===== config.mk =====
export PLATFORM = sky130hd
export DESIGN_NAME = hmnoc_psum_chain
export DESIGN_NICKNAME = d
export VERILOG_FILES = /design/src/rtl/hmnoc_psum_pkg.sv /design/src/rtl/hmnoc_psum_stage.sv /design/src/rtl/hmnoc_psum_chain.sv
export SDC_FILE = /design/constraint.sdc
export NUM_CORES = 2
export LEC_CHECK = 0
export BUFFER_PORTS_ARGS = -buffer_cell sky130_fd_sc_hd__buf_2
export CORE_UTILIZATION = 40
export CTS_CLUSTER_DIAMETER = 80
export DETAILED_ROUTE_END_ITERATION = 16
export PLACE_DENSITY = 0.67
export SKIP_CTS_REPAIR_TIMING = 1
export SLEW_MARGIN = 5
export SYNTH_ARGS = -nofsm -noshare
export SYNTH_HDL_FRONTEND = slang
export SYNTH_SLANG_ARGS = --single-unit

===== constraint.sdc =====
create_clock -name clk -period 5.4 [get_ports clk]
set_clock_uncertainty 0.2 [all_clocks]
set_input_delay 1.35 -clock clk [delete_from_list [all_inputs] [get_ports clk]]
set_output_delay 1.35 -clock clk [all_outputs]
set_load 0.02 [all_outputs]

===== src/rtl/hmnoc_psum_pkg.sv =====
`timescale 1ns/1ps
`default_nettype none
// ============================================================================
//  Module   : hmnoc_psum_pkg
//  Brief    : Shared mode encodings and the per-lane signed add with optional
//             saturation for the HMNOC vertical psum chain.
//  Revision : 1.0  initial release
// ============================================================================
package hmnoc_psum_pkg;

   // Per-stage operating mode; 2'b11 is decoded as BYPASS by the stage.
   typedef enum logic [1:0] {
      MODE_BYPASS = 2'b00,
      MODE_ACCUM  = 2'b01,
      MODE_INJECT = 2'b10
   } psum_mode_e;

   // Widest lane the add helper supports.
   localparam int LANE_MAX = 32;

   // Signed add of two w-bit lanes held in the low bits of a and b.
   // Returns {overflow, result}; the result occupies the low w bits.
   // With sat set, an overflowing sum clamps to the most positive or most
   // negative w-bit value, otherwise the low w bits are kept (wrap).
   function automatic logic [LANE_MAX:0] lane_add(
      input logic [LANE_MAX-1:0] a,
      input logic [LANE_MAX-1:0] b,
      input int unsigned         w,
      input logic                sat
   );
      logic signed [LANE_MAX:0] ea;
      logic signed [LANE_MAX:0] eb;
      logic signed [LANE_MAX:0] sum;
      logic signed [LANE_MAX:0] top;
      logic [LANE_MAX-1:0]      max_v;
      logic [LANE_MAX-1:0]      min_v;
      logic [LANE_MAX-1:0]      mask;
      logic [LANE_MAX-1:0]      res;
      logic                     ovf;
      int unsigned              sh;
      sh    = LANE_MAX + 1 - w;
      // Sign-extend each operand from bit w-1 up to LANE_MAX+1 bits.
      ea    = $signed({1'b0, a} << sh) >>> sh;
      eb    = $signed({1'b0, b} << sh) >>> sh;
      sum   = ea + eb;
      // In range only when everything above bit w-2 is a pure sign copy.
      top   = sum >>> (w - 1);
      ovf   = (top != '0) && (top != '1);
      max_v = (LANE_MAX'(1) << (w - 1)) - LANE_MAX'(1);
      min_v = LANE_MAX'(1) << (w - 1);
      mask  = {LANE_MAX{1'b1}} >> (LANE_MAX - w);
      res   = sum[LANE_MAX-1:0] & mask;
      if (sat && ovf) begin
         res = sum[LANE_MAX] ? min_v : max_v;
      end
      return {ovf, res};
   endfunction

endpackage
`default_nettype wire


===== src/rtl/hmnoc_psum_stage.sv =====
`timescale 1ns/1ps
`default_nettype none
// ============================================================================
//  Module   : hmnoc_psum_stage
//  Brief    : One hop of the psum chain: mode mux (bypass / accumulate /
//             inject), per-lane adders, elastic output FIFO and a sticky
//             overflow flag.
//  Revision : 1.0  initial release
// ============================================================================
module hmnoc_psum_stage
   import hmnoc_psum_pkg::*;
#(
   parameter int DATA_BITWIDTH = 16,
   parameter int X_dim         = 3,
   parameter int FIFO_DEPTH    = 4,
   parameter int SATURATE      = 1
) (
   input  logic                           clk,
   input  logic                           reset,
   input  logic [1:0]                     mode,
   input  logic                           up_valid,
   output logic                           up_ready,
   input  logic [DATA_BITWIDTH*X_dim-1:0] up_data,
   input  logic                           loc_valid,
   output logic                           loc_ready,
   input  logic [DATA_BITWIDTH*X_dim-1:0] loc_data,
   output logic                           dn_valid,
   input  logic                           dn_ready,
   output logic [DATA_BITWIDTH*X_dim-1:0] dn_data,
   output logic                           ovf_flag
);

   localparam int VEC_W = DATA_BITWIDTH * X_dim;
   localparam int AW    = $clog2(FIFO_DEPTH);

   logic [VEC_W-1:0] mem [FIFO_DEPTH];
   logic [AW:0]      wr_ptr;
   logic [AW:0]      rd_ptr;
   logic             empty;
   logic             full;
   logic             pop;
   logic             space;
   logic             push;
   logic             is_accum;
   logic [VEC_W-1:0] push_data;
   logic [VEC_W-1:0] sum_data;
   logic [X_dim-1:0] lane_ovf;

   // Pointers carry one extra wrap bit so full and empty are distinguishable.
   assign empty    = (wr_ptr == rd_ptr);
   assign full     = (wr_ptr[AW] != rd_ptr[AW]) && (wr_ptr[AW-1:0] == rd_ptr[AW-1:0]);
   assign dn_valid = !empty;
   assign dn_data  = mem[rd_ptr[AW-1:0]];
   assign pop      = dn_valid & dn_ready;
   // A full FIFO can still take a push when the head leaves this cycle.
   assign space    = !full | pop;

   // Lane-wise sum of upstream and local vectors for ACCUM.
   for (genvar i = 0; i < X_dim; i++) begin : g_lane
      logic [LANE_MAX:0] lane_res;
      assign lane_res = lane_add(LANE_MAX'(up_data[i*DATA_BITWIDTH +: DATA_BITWIDTH]),
                                 LANE_MAX'(loc_data[i*DATA_BITWIDTH +: DATA_BITWIDTH]),
                                 DATA_BITWIDTH, (SATURATE != 0));
      assign sum_data[i*DATA_BITWIDTH +: DATA_BITWIDTH] = lane_res[DATA_BITWIDTH-1:0];
      assign lane_ovf[i] = lane_res[LANE_MAX];
      if (DATA_BITWIDTH < LANE_MAX) begin : g_pad
         logic pad_unused;
         assign pad_unused = ^lane_res[LANE_MAX-1:DATA_BITWIDTH];
      end
   end

   // Mode mux: readies are raised only when that input would be consumed,
   // and in ACCUM each side additionally needs its partner's valid.
   always_comb begin
      up_ready  = 1'b0;
      loc_ready = 1'b0;
      push      = 1'b0;
      is_accum  = 1'b0;
      push_data = up_data;
      case (mode)
         MODE_ACCUM: begin
            is_accum  = 1'b1;
            up_ready  = space & loc_valid;
            loc_ready = space & up_valid;
            push      = space & up_valid & loc_valid;
            push_data = sum_data;
         end
         MODE_INJECT: begin
            loc_ready = space;
            push      = space & loc_valid;
            push_data = loc_data;
         end
         default: begin
            up_ready  = space;
            push      = space & up_valid;
         end
      endcase
   end

   // FIFO storage and pointers; reset clears storage so the head reads 0.
   always_ff @(posedge clk or negedge reset) begin
      if (!reset) begin
         wr_ptr <= '0;
         rd_ptr <= '0;
         for (int i = 0; i < FIFO_DEPTH; i++) begin
            mem[i] <= '0;
         end
      end else begin
         if (push) begin
            mem[wr_ptr[AW-1:0]] <= push_data;
            wr_ptr              <= wr_ptr + 1'b1;
         end
         if (pop) begin
            rd_ptr <= rd_ptr + 1'b1;
         end
      end
   end

   // Sticky overflow: any lane overflowing on an accumulating push.
   always_ff @(posedge clk or negedge reset) begin
      if (!reset) begin
         ovf_flag <= 1'b0;
      end else if (push && is_accum && (|lane_ovf)) begin
         ovf_flag <= 1'b1;
      end
   end

endmodule
`default_nettype wire


===== src/rtl/hmnoc_psum_chain.sv =====
`timescale 1ns/1ps
`default_nettype none
// ============================================================================
//  Module   : hmnoc_psum_chain
//  Brief    : Vertical partial-sum chain across N_CLUSTER stacked clusters,
//             feeding the bottom psum GLB write port and counting tiles.
//  Revision : 1.0  initial release
// ============================================================================
module hmnoc_psum_chain
   import hmnoc_psum_pkg::*;
#(
   parameter int DATA_BITWIDTH = 16,
   parameter int X_dim         = 3,
   parameter int N_CLUSTER     = 4,
   parameter int FIFO_DEPTH    = 4,
   parameter int SATURATE      = 1,
   parameter int TILE_BITWIDTH = 10
) (
   input  logic                                     clk,
   input  logic                                     reset,
   input  logic [2*N_CLUSTER-1:0]                   mode,
   input  logic [TILE_BITWIDTH-1:0]                 tile_len,
   input  logic                                     in_valid,
   output logic                                     in_ready,
   input  logic [DATA_BITWIDTH*X_dim-1:0]           in_data,
   input  logic [N_CLUSTER-1:0]                     loc_valid,
   output logic [N_CLUSTER-1:0]                     loc_ready,
   input  logic [N_CLUSTER*X_dim*DATA_BITWIDTH-1:0] loc_data,
   output logic                                     out_valid,
   input  logic                                     out_ready,
   output logic [DATA_BITWIDTH*X_dim-1:0]           out_data,
   output logic                                     tile_done,
   output logic [N_CLUSTER-1:0]                     ovf_flag
);

   localparam int VEC_W = DATA_BITWIDTH * X_dim;

   logic                     xfer;
   logic                     last;
   logic [TILE_BITWIDTH-1:0] count;

   // Each hop owns its link signals so the ready chain is made of distinct
   // nets rather than bits of one shared vector.
   for (genvar k = 0; k < N_CLUSTER; k++) begin : g_stage
      logic             up_valid_s;
      logic             up_ready_s;
      logic [VEC_W-1:0] up_data_s;
      logic             dn_valid_s;
      logic             dn_ready_s;
      logic [VEC_W-1:0] dn_data_s;

      if (k == 0) begin : g_head
         assign up_valid_s = in_valid;
         assign up_data_s  = in_data;
         assign in_ready   = up_ready_s;
      end else begin : g_link
         assign up_valid_s = g_stage[k-1].dn_valid_s;
         assign up_data_s  = g_stage[k-1].dn_data_s;
      end

      if (k == N_CLUSTER - 1) begin : g_tail
         assign dn_ready_s = out_ready;
         assign out_valid  = dn_valid_s;
         assign out_data   = dn_data_s;
      end else begin : g_mid
         assign dn_ready_s = g_stage[k+1].up_ready_s;
      end

      hmnoc_psum_stage #(
         .DATA_BITWIDTH (DATA_BITWIDTH),
         .X_dim         (X_dim),
         .FIFO_DEPTH    (FIFO_DEPTH),
         .SATURATE      (SATURATE)
      ) u_stage (
         .clk       (clk),
         .reset     (reset),
         .mode      (mode[2*k +: 2]),
         .up_valid  (up_valid_s),
         .up_ready  (up_ready_s),
         .up_data   (up_data_s),
         .loc_valid (loc_valid[k]),
         .loc_ready (loc_ready[k]),
         .loc_data  (loc_data[k*VEC_W +: VEC_W]),
         .dn_valid  (dn_valid_s),
         .dn_ready  (dn_ready_s),
         .dn_data   (dn_data_s),
         .ovf_flag  (ovf_flag[k])
      );
   end

   // tile_done is aligned with the transfer that completes the tile.
   assign xfer      = out_valid & out_ready;
   assign last      = (tile_len != '0) && (count == tile_len - 1'b1);
   assign tile_done = xfer & last;

   // Tile length counter; held at zero while tile_len is zero.
   always_ff @(posedge clk or negedge reset) begin
      if (!reset) begin
         count <= '0;
      end else if (tile_len == '0) begin
         count <= '0;
      end else if (xfer) begin
         count <= last ? '0 : count + 1'b1;
      end
   end

endmodule
`default_nettype wire


==> impl_metrics.tcl <==
set metrics [dict create \
    outcome "completed" \
    crit_buf_inv 1 \
    tightest_slew_ns 1.011 \
    crit_path_start_kind "flip-flop" \
    hold_slack_ns 0.2683 \
    grt_pass1_wl_mm 222.2 \
    die_h_um 349.7 \
    start_util 0.4031 \
    io_buffers 324 \
    fmax_ghz 0.1921 \
    gr-total-overflow 0 \
    power_frac_clock 0.164 \
    multiInputGateArea_um2 26610 \
    grt_start_max_net_pins 109 \
    synth_fp_nets 5633 \
    synth_area_leaders "dfrtp_1, mux4_2, o21ai_0, nand2_1, ha_1" \
    p_per_area_nw_per_um2 688.9 \
    synth.mux.area_fraction 0.09782 \
    dpl.hpwl_mm 104.3 \
    synthesis.area_um2 48360 \
    die_w_um 349.7 \
    synth-seq-area-share 0.4170 \
    fillers 11400 \
    antenna_found_initial 44 \
    antenna_left 0 \
    io_pins 325 \
    slew_violations 0 \
    syn_avg_cell_area_um2 9.426 \
    seq_power_share 0.270 \
    synth_edf_count 0 \
    crit_arrival_ns 5.51 \
    die_area_um2 122300 \
    cts_buffers 88 \
    combPwrFrac 0.566 \
    coreArea_um2 120000 \
    worst-path-max-fanout 24 \
    p_leak_uw 0.02454 \
    hp-class "reg2reg" \
    clk_path_buf_depth 3 \
    drc 0 \
    hold_viol_final 0 \
    final_common_cell "nand2_1" \
    synth_fa_ha_area_frac 0.06581 \
    grt_pass1_vias 39420 \
    drive_gt1_frac 0.1659 \
    via_per_inst 5.715 \
    power.switching_uw 16670 \
    grt_usage 0.2283 \
    crit_type "reg2reg" \
    synthSimpleGateAreaFrac 0.1323 \
    path_delay_family "compound AO/OA/AOI/OAI gates" \
    gp_routability_congestion 0.9481 \
    ys_ff_latch 806 \
    irDropWorstVdd_mv 0.3329 \
    drv_cap 0 \
    rsz0062_at_grt "false" \
    cpMaxStageDelayCell "o311ai_0" \
    synth-compound-area-share 0.2198 \
    synth_ff_type "dfrtp_1" \
    synthXorXnorAreaFrac 0.03350 \
    finish.net_count 5868 \
    switching_share 0.4390 \
    cts_tree "yes" \
    tns_ns 0 \
    yosysTopAreaCellShare 0.4170 \
    syn_to_final_growth_pct 14.00 \
    yosysTopAreaCell "dfrtp_1" \
    clk_transition_reported_paths_ns 0.06 \
    ys.warnings.count 0 \
    period_minus_slack_ns 5.205 \
    crit_path_max_incr_delay_ns 0.81 \
    std_cell_rows 127 \
    htreeDepth 3 \
    final_cell_mix "nand2_1, dfrtp_1, o21ai_0" \
    synth_top_family_by_area "compound AO/OA/AOI/OAI gates" \
    cts_num_sinks 806 \
    endpoint_kind "flip-flop" \
    synth-async-reset-ratio 1.000 \
    synth_cell_types 98 \
    seq_area_um2 20190 \
    dr.first_iter.drc_count 3267 \
    slew_headroom 0.3240 \
    finalCritPeriodShare 0.9639 \
    critPathRequiredTime_ns 5.71 \
    wirelength_mm 140.1 \
    worstSkewPairLatency_ns 0.66 \
    cell_internal_pwr_uw 21310 \
    wl_per_cell_um 19.83 \
    setup_violations 0 \
    path_cells "buf_12 > mux4_2 > ha_1 > a211oi_1 > o21ai_0 > a22oi_1 > a21oi_1 > o21a_1 > o31ai_1 > xor2_1 > o311ai_0 > nand2b_1" \
    report.power.total_uw 37980 \
    vias 40380 \
    root_buffer "clkbuf_16" \
    drtPass1Iterations 5 \
    synthesis.instances 5131 \
]
[registers in the layout, indices dropped and copies added (netlist names)]
signal / count
g_stage.u_stage.mem: 768
g_stage.u_stage.rd_ptr: 12
g_stage.u_stage.wr_ptr: 12
count: 10
g_stage.u_stage.ovf_flag: 4
[power by group through the flow]
stage | Clock (uW) | Sequential, uW | Combinational, uW
final | 6240 | 10200 | 21500
after global routing | 6590 | 10600 | 23800
after global placement | 0 | 10200 | 20900
after floorplan | 0 | 9670 | 15900
after CTS | 6370 | 10300 | 21400
after detailed placement | 0 | 10400 | 21300
[layout make-up]
class                   instances  share of cell area
well taps                    1612             0.03658
flip-flops and latches        806              0.3662
clock buffers                 125             0.04632
repair buffers                464             0.05342
multi-input cells            3925              0.4826
diodes                         16           0.0007262
clock inverters                37            0.008646
inverters                      81            0.005515
[synthesized netlist by cell type (all sizes together), types with 73 or more instances]
cell type  count
dfrtp        806
o21ai        805
nand2       1019
o31ai         77
xor2          73
nor2         234
clkbuf       225
xnor2        112
a21o          77
ha           224
mux4         192
buf           94
a21oi        259
o22ai         81
inv           80
[worst paths after layout]
path	endpoint	slack, ns	cells past startpoint	startpoint
max	g_stage[2].u_stage.ovf_flag	0.19	12	g_stage[1].u_stage.rd_ptr[0]
min	g_stage[3].u_stage.ovf_flag	0.27	1	g_stage[3].u_stage.ovf_flag
max reg2reg	g_stage[2].u_stage.ovf_flag	0.19	12	g_stage[1].u_stage.rd_ptr[0]
min reg2reg	g_stage[3].u_stage.ovf_flag	0.27	1	g_stage[3].u_stage.ovf_flag
max in group asynchronous	g_stage[1].u_stage.rd_ptr[0]	3.23	2	reset
min in group asynchronous	count[1]	0.60	1	reset
[per-layer routing]
metal	wire length [um]	track usage	vias up
li1	-	-	19200
met1	61980	0.3121	19690
met2	65060	0.3687	1220
met3	8952	0.03960	246
met4	3859	0.07026	32
met5	253	0	-
[per-stage QoR]
stage / cells / instance area, um^2 / utilization / worst slack (ns)
2_1_floorplan: 5131 / 48360 / - / 0.4160
6_report: 7066 / 55130 / 0.4596 / 0.1949
3_3_place_gp: 6888 / 52060 / 0.4339 / 0.2485
3_5_place_dp: 6888 / 52060 / 0.4339 / 0.2094
5_1_grt: 7057 / 55110 / 0.4594 / 0.05482
4_1_cts: 7050 / 55090 / 0.4592 / 0.2138
[logic make-up (layout without fill, tap and decap cells)]
group,count (synthesis),in the layout
xor gates and xnor gates,185,185
other,0,16
AOI/OAI and AO/OA,1734,1734
and+or+nand+nor,1527,1527
DFF,806,806
adders and majority gates,250,250
muxes,229,229
buffers and inverters,400,707
(Power assumes the default switching activity.)
